==> config.mk <==
export PLATFORM = sky130hd
export DESIGN_NAME = pc_ir_unit
export DESIGN_NICKNAME = d
export VERILOG_FILES = /design/src/rtl/accum_pkg.sv /design/src/rtl/pc_ir_perf_cnt.sv /design/src/rtl/pc_ir_unit.sv
export SDC_FILE = /design/constraint.sdc
export NUM_CORES = 1
export LEC_CHECK = 0
export ABC_AREA = 1
export CAP_MARGIN = 20
export CORE_MARGIN = 3
export CORE_UTILIZATION = 35
export DETAILED_ROUTE_END_ITERATION = 10
export PLACE_DENSITY = 0.79
export SLEW_MARGIN = 40
export SYNTH_ARGS = -nofsm -noshare
export SYNTH_HDL_FRONTEND = slang
export SYNTH_SLANG_ARGS = --single-unit
==> constraint.sdc <==
create_clock -name CLK -period 1.2 [get_ports CLK]
set_clock_uncertainty 0.05 [all_clocks]
set_input_delay 0.12 -clock CLK [delete_from_list [all_inputs] [get_ports CLK]]
set_output_delay 0.12 -clock CLK [all_outputs]
set_load 0.01 [all_outputs]
==> src/rtl/accum_pkg.sv <==
// Shared definitions for the accumulator processor: PC source encodings,
// opcode space and instruction field widths.
package accum_pkg;

  localparam int unsigned OPCODE_W = 6;
  localparam int unsigned IMM_W    = 10;
  localparam int unsigned WORD_W   = 16;

  typedef enum logic [1:0] {
    PCSRC_ALU    = 2'd0,
    PCSRC_JUMP   = 2'd1,
    PCSRC_ALUOUT = 2'd2,
    PCSRC_ACC    = 2'd3
  } pcsrc_e;

  typedef enum logic [OPCODE_W-1:0] {
    OP_ILLEGAL = 6'h00,
    OP_LDA  = 6'h01, OP_STA  = 6'h02, OP_LDI  = 6'h03, OP_ADD  = 6'h04,
    OP_SUB  = 6'h05, OP_AND  = 6'h06, OP_OR   = 6'h07, OP_JMP  = 6'h08,
    OP_JMPI = 6'h09, OP_BEQ  = 6'h0A, OP_BNE  = 6'h0B, OP_XOR  = 6'h0C,
    OP_NOT  = 6'h0D, OP_SHL  = 6'h0E, OP_SHR  = 6'h0F, OP_ADDI = 6'h10,
    OP_SUBI = 6'h11, OP_IN   = 6'h12, OP_OUT  = 6'h13
  } opcode_e;

  function automatic logic is_legal_op(input logic [OPCODE_W-1:0] op,
                                       input logic [OPCODE_W-1:0] max_op);
    return (op != '0) && (op <= max_op);
  endfunction

endpackage

==> src/rtl/pc_ir_perf_cnt.sv <==
// Saturating instruction and taken-branch counters for pc_ir_unit.
module pc_ir_perf_cnt (
  input  logic        clk,
  input  logic        rst_n,
  input  logic        instr_inc,
  input  logic        taken_inc,
  output logic [31:0] instr_count,
  output logic [15:0] taken_count
);

  logic [31:0] instr_q, instr_d;
  logic [15:0] taken_q, taken_d;

  always_comb begin
    instr_d = instr_q;
    taken_d = taken_q;
    if (instr_inc && (instr_q != '1)) instr_d = instr_q + 32'd1;
    if (taken_inc && (taken_q != '1)) taken_d = taken_q + 16'd1;
  end

  always_ff @(posedge clk or negedge rst_n) begin
    if (!rst_n) begin
      instr_q <= '0;
      taken_q <= '0;
    end else begin
      instr_q <= instr_d;
      taken_q <= taken_d;
    end
  end

  assign instr_count = instr_q;
  assign taken_count = taken_q;

endmodule

==> src/rtl/pc_ir_unit.sv <==
// PC, IR and branch-resolution stage of the accumulator processor.
// Define PC_IR_PERF_EN to add saturating InstrCount/BranchTakenCount outputs.
module pc_ir_unit
  import accum_pkg::*;
#(
  parameter logic [15:0] RESET_PC   = 16'h0000,
  parameter logic [5:0]  MAX_OPCODE = 6'h13
) (
  input  logic        CLK,
  input  logic        Reset,
  input  logic [1:0]  PCSrc,
  input  logic [1:0]  PCWrite,
  input  logic [1:0]  Branch,
  input  logic [1:0]  BneOrBeq,
  input  logic        IRWrite,
  input  logic [15:0] MemRdata,
  input  logic [15:0] ALUResult,
  input  logic        Zero,
  input  logic [15:0] AccIn,
  output logic [15:0] PC,
  output logic [15:0] IR,
  output logic [5:0]  Opcode,
  output logic [15:0] ImmSext,
  output logic [15:0] ImmZext,
  output logic [15:0] ALUOut,
  output logic        BranchTaken,
  output logic        IllegalOp
`ifdef PC_IR_PERF_EN
  ,
  output logic [31:0] InstrCount,
  output logic [15:0] BranchTakenCount
`endif
);

  logic [15:0] pc_q, pc_d;
  logic [15:0] ir_q, ir_d;
  logic [15:0] alu_out_q, alu_out_d;
  logic        illegal_q, illegal_d;
  logic        taken;
  logic [15:0] pc_sel;
  logic        unused_strobe_bits;

  assign unused_strobe_bits = ^{PCWrite[1], Branch[1], BneOrBeq[1]};

  always_comb begin
    taken  = Branch[0] & (BneOrBeq[0] ? Zero : ~Zero);
    pc_sel = ALUResult;
    unique case (pcsrc_e'(PCSrc))
      PCSRC_ALU:    pc_sel = ALUResult;
      PCSRC_JUMP:   pc_sel = {pc_q[15:11], ir_q[IMM_W-1:0], 1'b0};
      PCSRC_ALUOUT: pc_sel = alu_out_q;
      PCSRC_ACC:    pc_sel = AccIn;
      default:      pc_sel = ALUResult;
    endcase

    // An explicit PC write outranks a branch resolving in the same cycle.
    pc_d = pc_q;
    if (PCWrite[0])  pc_d = {pc_sel[15:1], 1'b0};
    else if (taken)  pc_d = {alu_out_q[15:1], 1'b0};

    ir_d      = IRWrite ? MemRdata : ir_q;
    alu_out_d = ALUResult;
    illegal_d = illegal_q |
                (IRWrite & ~is_legal_op(MemRdata[15:10], MAX_OPCODE));
  end

  always_ff @(posedge CLK or negedge Reset) begin
    if (!Reset) begin
      pc_q      <= RESET_PC;
      ir_q      <= '0;
      alu_out_q <= '0;
      illegal_q <= 1'b0;
    end else begin
      pc_q      <= pc_d;
      ir_q      <= ir_d;
      alu_out_q <= alu_out_d;
      illegal_q <= illegal_d;
    end
  end

  assign PC          = pc_q;
  assign IR          = ir_q;
  assign Opcode      = ir_q[WORD_W-1 -: OPCODE_W];
  assign ImmSext     = {{(WORD_W-IMM_W){ir_q[IMM_W-1]}}, ir_q[IMM_W-1:0]};
  assign ImmZext     = {{(WORD_W-IMM_W){1'b0}}, ir_q[IMM_W-1:0]};
  assign ALUOut      = alu_out_q;
  assign BranchTaken = taken;
  assign IllegalOp   = illegal_q;

`ifdef PC_IR_PERF_EN
  pc_ir_perf_cnt u_perf (
    .clk         (CLK),
    .rst_n       (Reset),
    .instr_inc   (IRWrite),
    .taken_inc   (taken),
    .instr_count (InstrCount),
    .taken_count (BranchTakenCount)
  );
`endif

endmodule

# ---- Word level (Yosys, flattened, before mapping)
# Cells that the tools add are included.
dict set report word_totals {
  output_inout_bits 88
  word_cells 24
  ff_bits 49
}
dict set report classes {
  reduce_logical 5
  order_cmp 1
  muxes 4
  bitwise_logic 5
  eq_ne 4
}
# cell n
set op_table {}
lappend op_table {{one-hot mux 16 bit (4 select lines)} 1}
lappend op_table {{two-way mux 16 bit} 2}
lappend op_table {{less-or-equal comparator 6 x 5 -> 1 bit (second input constant)} 1}
lappend op_table {{nonzero test 6 bit} 1}
lappend op_table {{== test 2 bit (second input constant)} 2}
lappend op_table {{bitwise AND 1 bit} 2}
lappend op_table {{== test 2 x 1 -> 1 bit (second input constant)} 1}
lappend op_table {{logical NOT 2 bit} 1}
lappend op_table {{inequality test 2 bit (second input constant)} 1}
lappend op_table {{inverter 1 bit} 2}
lappend op_table {{AND reduction 2 bit} 1}
lappend op_table {{nonzero test 2 bit} 1}
lappend op_table {{logical AND 1 bit} 1}
lappend op_table {{two-way mux 1 bit} 1}
lappend op_table {{OR 1 bit} 1}

# ---- Logic depth before layout (Yosys ltp)
dict set report depth {
  word_depth 5
  ltp_mapped 8
}

# ---- Least setup slack after synthesis
# No wires, ideal clock.
dict set report synth_path {
  path_kind {reg-to-reg}
  start {register ir_q[9], in the netlist IR[9]}
  end {register pc_q[10], in the netlist PC[10]}
  t_arrival_ns 0.799
  path_buffers 0
  setup_ns 0.125
  setup_slack_ns 0.226
  t_required_ns 1.025
  period_less_slack_ns 0.974
  stages_incl_launch_ff 5
  path_cell_list {dfrtp_1 o21ai_1 nand3_1 nand2_1 nand3_1}
}
dict set report synth_via {
  elab_chain_cells 2
}
# item line_no
set synth_rtl {}
lappend synth_rtl {{start, declared} pc_ir_unit.sv:36} ;# logic [15:0] ir_q, ir_d;
lappend synth_rtl {{start signal, assigned} pc_ir_unit.sv:75} ;# ir_q <= ir_d;
lappend synth_rtl {{one-hot mux 16 bit (4 select lines)} pc_ir_unit.sv:48} ;# unique case (pcsrc_e'(PCSrc))
lappend synth_rtl {{two-way mux 16 bit} pc_ir_unit.sv:58} ;# if (PCWrite[0]) pc_d = {pc_sel[15:1], 1'b0};
lappend synth_rtl {{end signal, assigned} pc_ir_unit.sv:74} ;# pc_q <= pc_d;
lappend synth_rtl {{end, declared} pc_ir_unit.sv:35} ;# logic [15:0] pc_q, pc_d;
# No other way between the ends.
# A chain may end at the register's enable or synchronous reset.

# ---- Worst setup path in the final report
dict set report layout_path {
  start {register ir_q[3], in the netlist IR[3]}
  end {output port IR[3]}
}
# item line_no
set layout_rtl {}
lappend layout_rtl {{end, declared} pc_ir_unit.sv:21} ;# output logic [15:0] IR,
# No word-level cell between the ends.

==> flow_summary.yaml <==
power:
  max-vdd-ir-drop_mv: 0.6298
  p_leak_nw: 2.016
  pwr_density_cell_nw_per_um2: 1107
setup_path:
  slowest_delay_ns: 0.42
  path_cells: "buf_6, buf_6, buf_6"
  slowest_stage: "dfrtp_1"
  path_max_fanout: 2
  crit_type: "reg2out"
  cp_common_cell: "buf_6"
  end_kind: "primary output"
  crit_path_start_kind: "flop"
  cp.required_ns: 1.03
  crit_arrival_ns: 1.08
drt:
  drt_iter0_markers: 79
  ant_nets: 0
  wire_per_inst_um: 15.06
  drc: 0
  drtPass1Iterations: 4
  wirelength_um: 7939
  vias_per_cell: 4.818
  routed-via-count: 2539
cells_and_area:
  syn_to_final_growth_pct: 59.79
  nets: 491
  layout-drive-gt1-share_pct: 21.35
  n_fill_cell: 615
  n_antenna_cell: 0
clocking:
  cts_htree_levels: 2
  clkLatencyLatePin_ns: 0.30
  cts_root_buffer: "clkbuf_8"
  clk_path_buf_depth: 2
  cts.sinks: 48
  numCtsBuffers: 5
  cts_tree: "built"
  clk_pin_slew_ns: 0.09
global_route:
  grt_pass1_vias: 2618
  grt_pass1_wl_um: 12720
  grt_overflow: 0
  grt_max_degree: 49
  antenna_found_initial: 0
  grt_usage_pct: 18.80
logic_synthesis:
  synth_area_um2: 2564
  ys_ff_latch: 48
  ys_seq_area_share_pct: 46.85
  synth.avg_cell_area_um2: 8.661
  yosysWarnings: 0
  syn_inst: 296
  synth.distinct_cells: 23
floorplan:
  fp.coreArea_um2: 6944
  io_pins: 148
  rows: 30
  start_util_pct: 36.92
  die_x_um: 91.59
  die_y_um: 91.59
  die-area_um2: 8388
sta:
  setup_viol: 2
  fin_ws_ns: -0.04581
  period_minus_slack_ns: 1.246
  rsz0062_at_grt: "yes"
  timing.hold.ws_ns: 0.2038
  finalMaxSlewViolations: 0
  min_period_over_period_pct: 103.8
  clock.fmax_mhz: 802.7
  hold_viol_final: 0
outcome:
  violations: "negative setup slack"
  status: "complete, but fails checks"
placement:
  pre_cts_ws_ns: -0.4252
  dp_hpwl_um: 5884
  io_buffers: 136
  globalplace.congestion: 0.8985
flow_run:
  maxCapViolCount: 0
min_path:
  holdCritPathClass: "in2reg"
through the flow:
stage	utilization [%]	total power, mW	std cells	instance area (um2)	setup TNS [ns]
6_report	58.99	4.536	527	4096	-0.09099
5_1_grt	58.99	4.768	527	4096	-0.2996
4_1_cts	57.41	4.513	527	3986	-0.1178
3_5_place_dp	56.36	3.299	509	3914	-7.050
3_3_place_gp	56.36	3.277	509	3914	-6.377
2_1_floorplan	-	2.534	302	2586	0
sequential cells by signal, indices dropped and copies added (netlist names):
signal / cells
ALUOut: 16
IllegalOp: 1
IR: 16
PC: 15
power by group:
group	switching [mW]	leakage, nW	internal, mW
combinational	0.610	1.38	0.702
clock	0.525	0.0642	0.820
sequential	0.111	0.568	1.77
synth_stat cells:
cell type  number  share of area (%)
mux2_2         13                5.7
nand2_2         2               0.49
buf_6           3                1.3
nand3_1        41                8.0
a21boi_1        1               0.29
nand4_2         1               0.49
o21ai_1         5               0.98
nand4_1         7                1.7
buf_4          42                 12
nor2_2          1               0.24
dfrtp_1        48                 47
nand2_4         1               0.44
buf_2           5               0.98
o21ai_0         6                1.2
inv_1          15                2.2
inv_2           4               0.59
o21ai_2         2               0.68
nor2_1          4               0.59
nand2_1        80                 12
clkinv_4        1               0.34
conb_1          1               0.15
a21oi_1        12                2.3
nor2_4          1               0.44
cell families after synthesis:
family	after synthesis	synth area share (%)
buffers and inverters	70	17.72
and+or+nand+nor	138	24.11
muxes	13	5.710
DFF	48	46.85
AOI/OAI and AO/OA	26	5.466
other	1	0.1463
routing by layer:
| layer | vias up | wire [um] | global-route usage [%] |
|---|---|---|---|
| li1 | 1186 | - | - |
| met1 | 1191 | 3086 | 21.97 |
| met2 | 155 | 3994 | 33.29 |
| met3 | 7 | 794 | 5.302 |
| met4 | 0 | 63 | 5.402 |
| met5 | - | 0 | 0 |
final cells by class:
type / instances / area (um2) / area share (%)
Timing Repair Buffer: 172 / 1612 / 39.34
Sequential cell: 48 / 1202 / 29.35
Multi-Input combinational cell: 184 / 950.9 / 23.21
Tap cell: 96 / 120.1 / 2.932
Inverter: 20 / 82.58 / 2.016
Clock buffer: 5 / 68.82 / 1.680
Clock inverter: 2 / 60.06 / 1.466
cells in the final DEF (no fill, tap or decap):
cell / instances
a21boi_1: 1
a21oi_1: 12
buf_12: 3
buf_2: 10
buf_4: 24
buf_6: 14
bufinv_16: 2
clkbuf_2: 1
clkbuf_8: 5
clkdlybuf4s15_1: 30
clkdlybuf4s15_2: 1
clkdlybuf4s50_1: 50
clkinv_4: 1
conb_1: 7
dfrtp_1: 47
dfrtp_2: 1
dlygate4sd2_1: 37
dlygate4sd3_1: 1
dlymetal6s2s_1: 1
inv_1: 14
inv_2: 4
inv_4: 1
mux2_2: 13
nand2_1: 80
nand2_2: 2
nand2_4: 1
nand3_1: 41
nand4_1: 7
nand4_2: 1
nor2_1: 4
nor2_4: 2
o21ai_0: 6
o21ai_1: 1
o21ai_2: 6
final timing paths:
kind	start	end	depth (start not counted)	slack (ns)
max reg2reg	IR[9]	PC[10]	6	0.01
max in group asynchronous	Reset	IR[9]	3	0.58
min in group asynchronous	Reset	IR[8]	3	0.29
min reg2reg	IllegalOp	IllegalOp	2	0.43
max	IR[3]	IR[3]	3	-0.05
min	ALUResult[0]	ALUOut[0]	1	0.20
worst max-delay path: cells and delay by family, from the launching register on:
family	cells	cell delay, ns
buffers and inverters	3	0.35
flip-flops	1	0.42
what timing repair did:
item | 4_1_cts | 5_1_grt
resized for setup | 140 | 47
hold endpoints to repair | 48 | 0
setup endpoints to repair | 87 | 49
buffers inserted | 10 | 3
pin swaps | 0 | 9
cloned | 0 | 0
hold buffers | 1 | 0
Power figures use the tool's default switching activity.
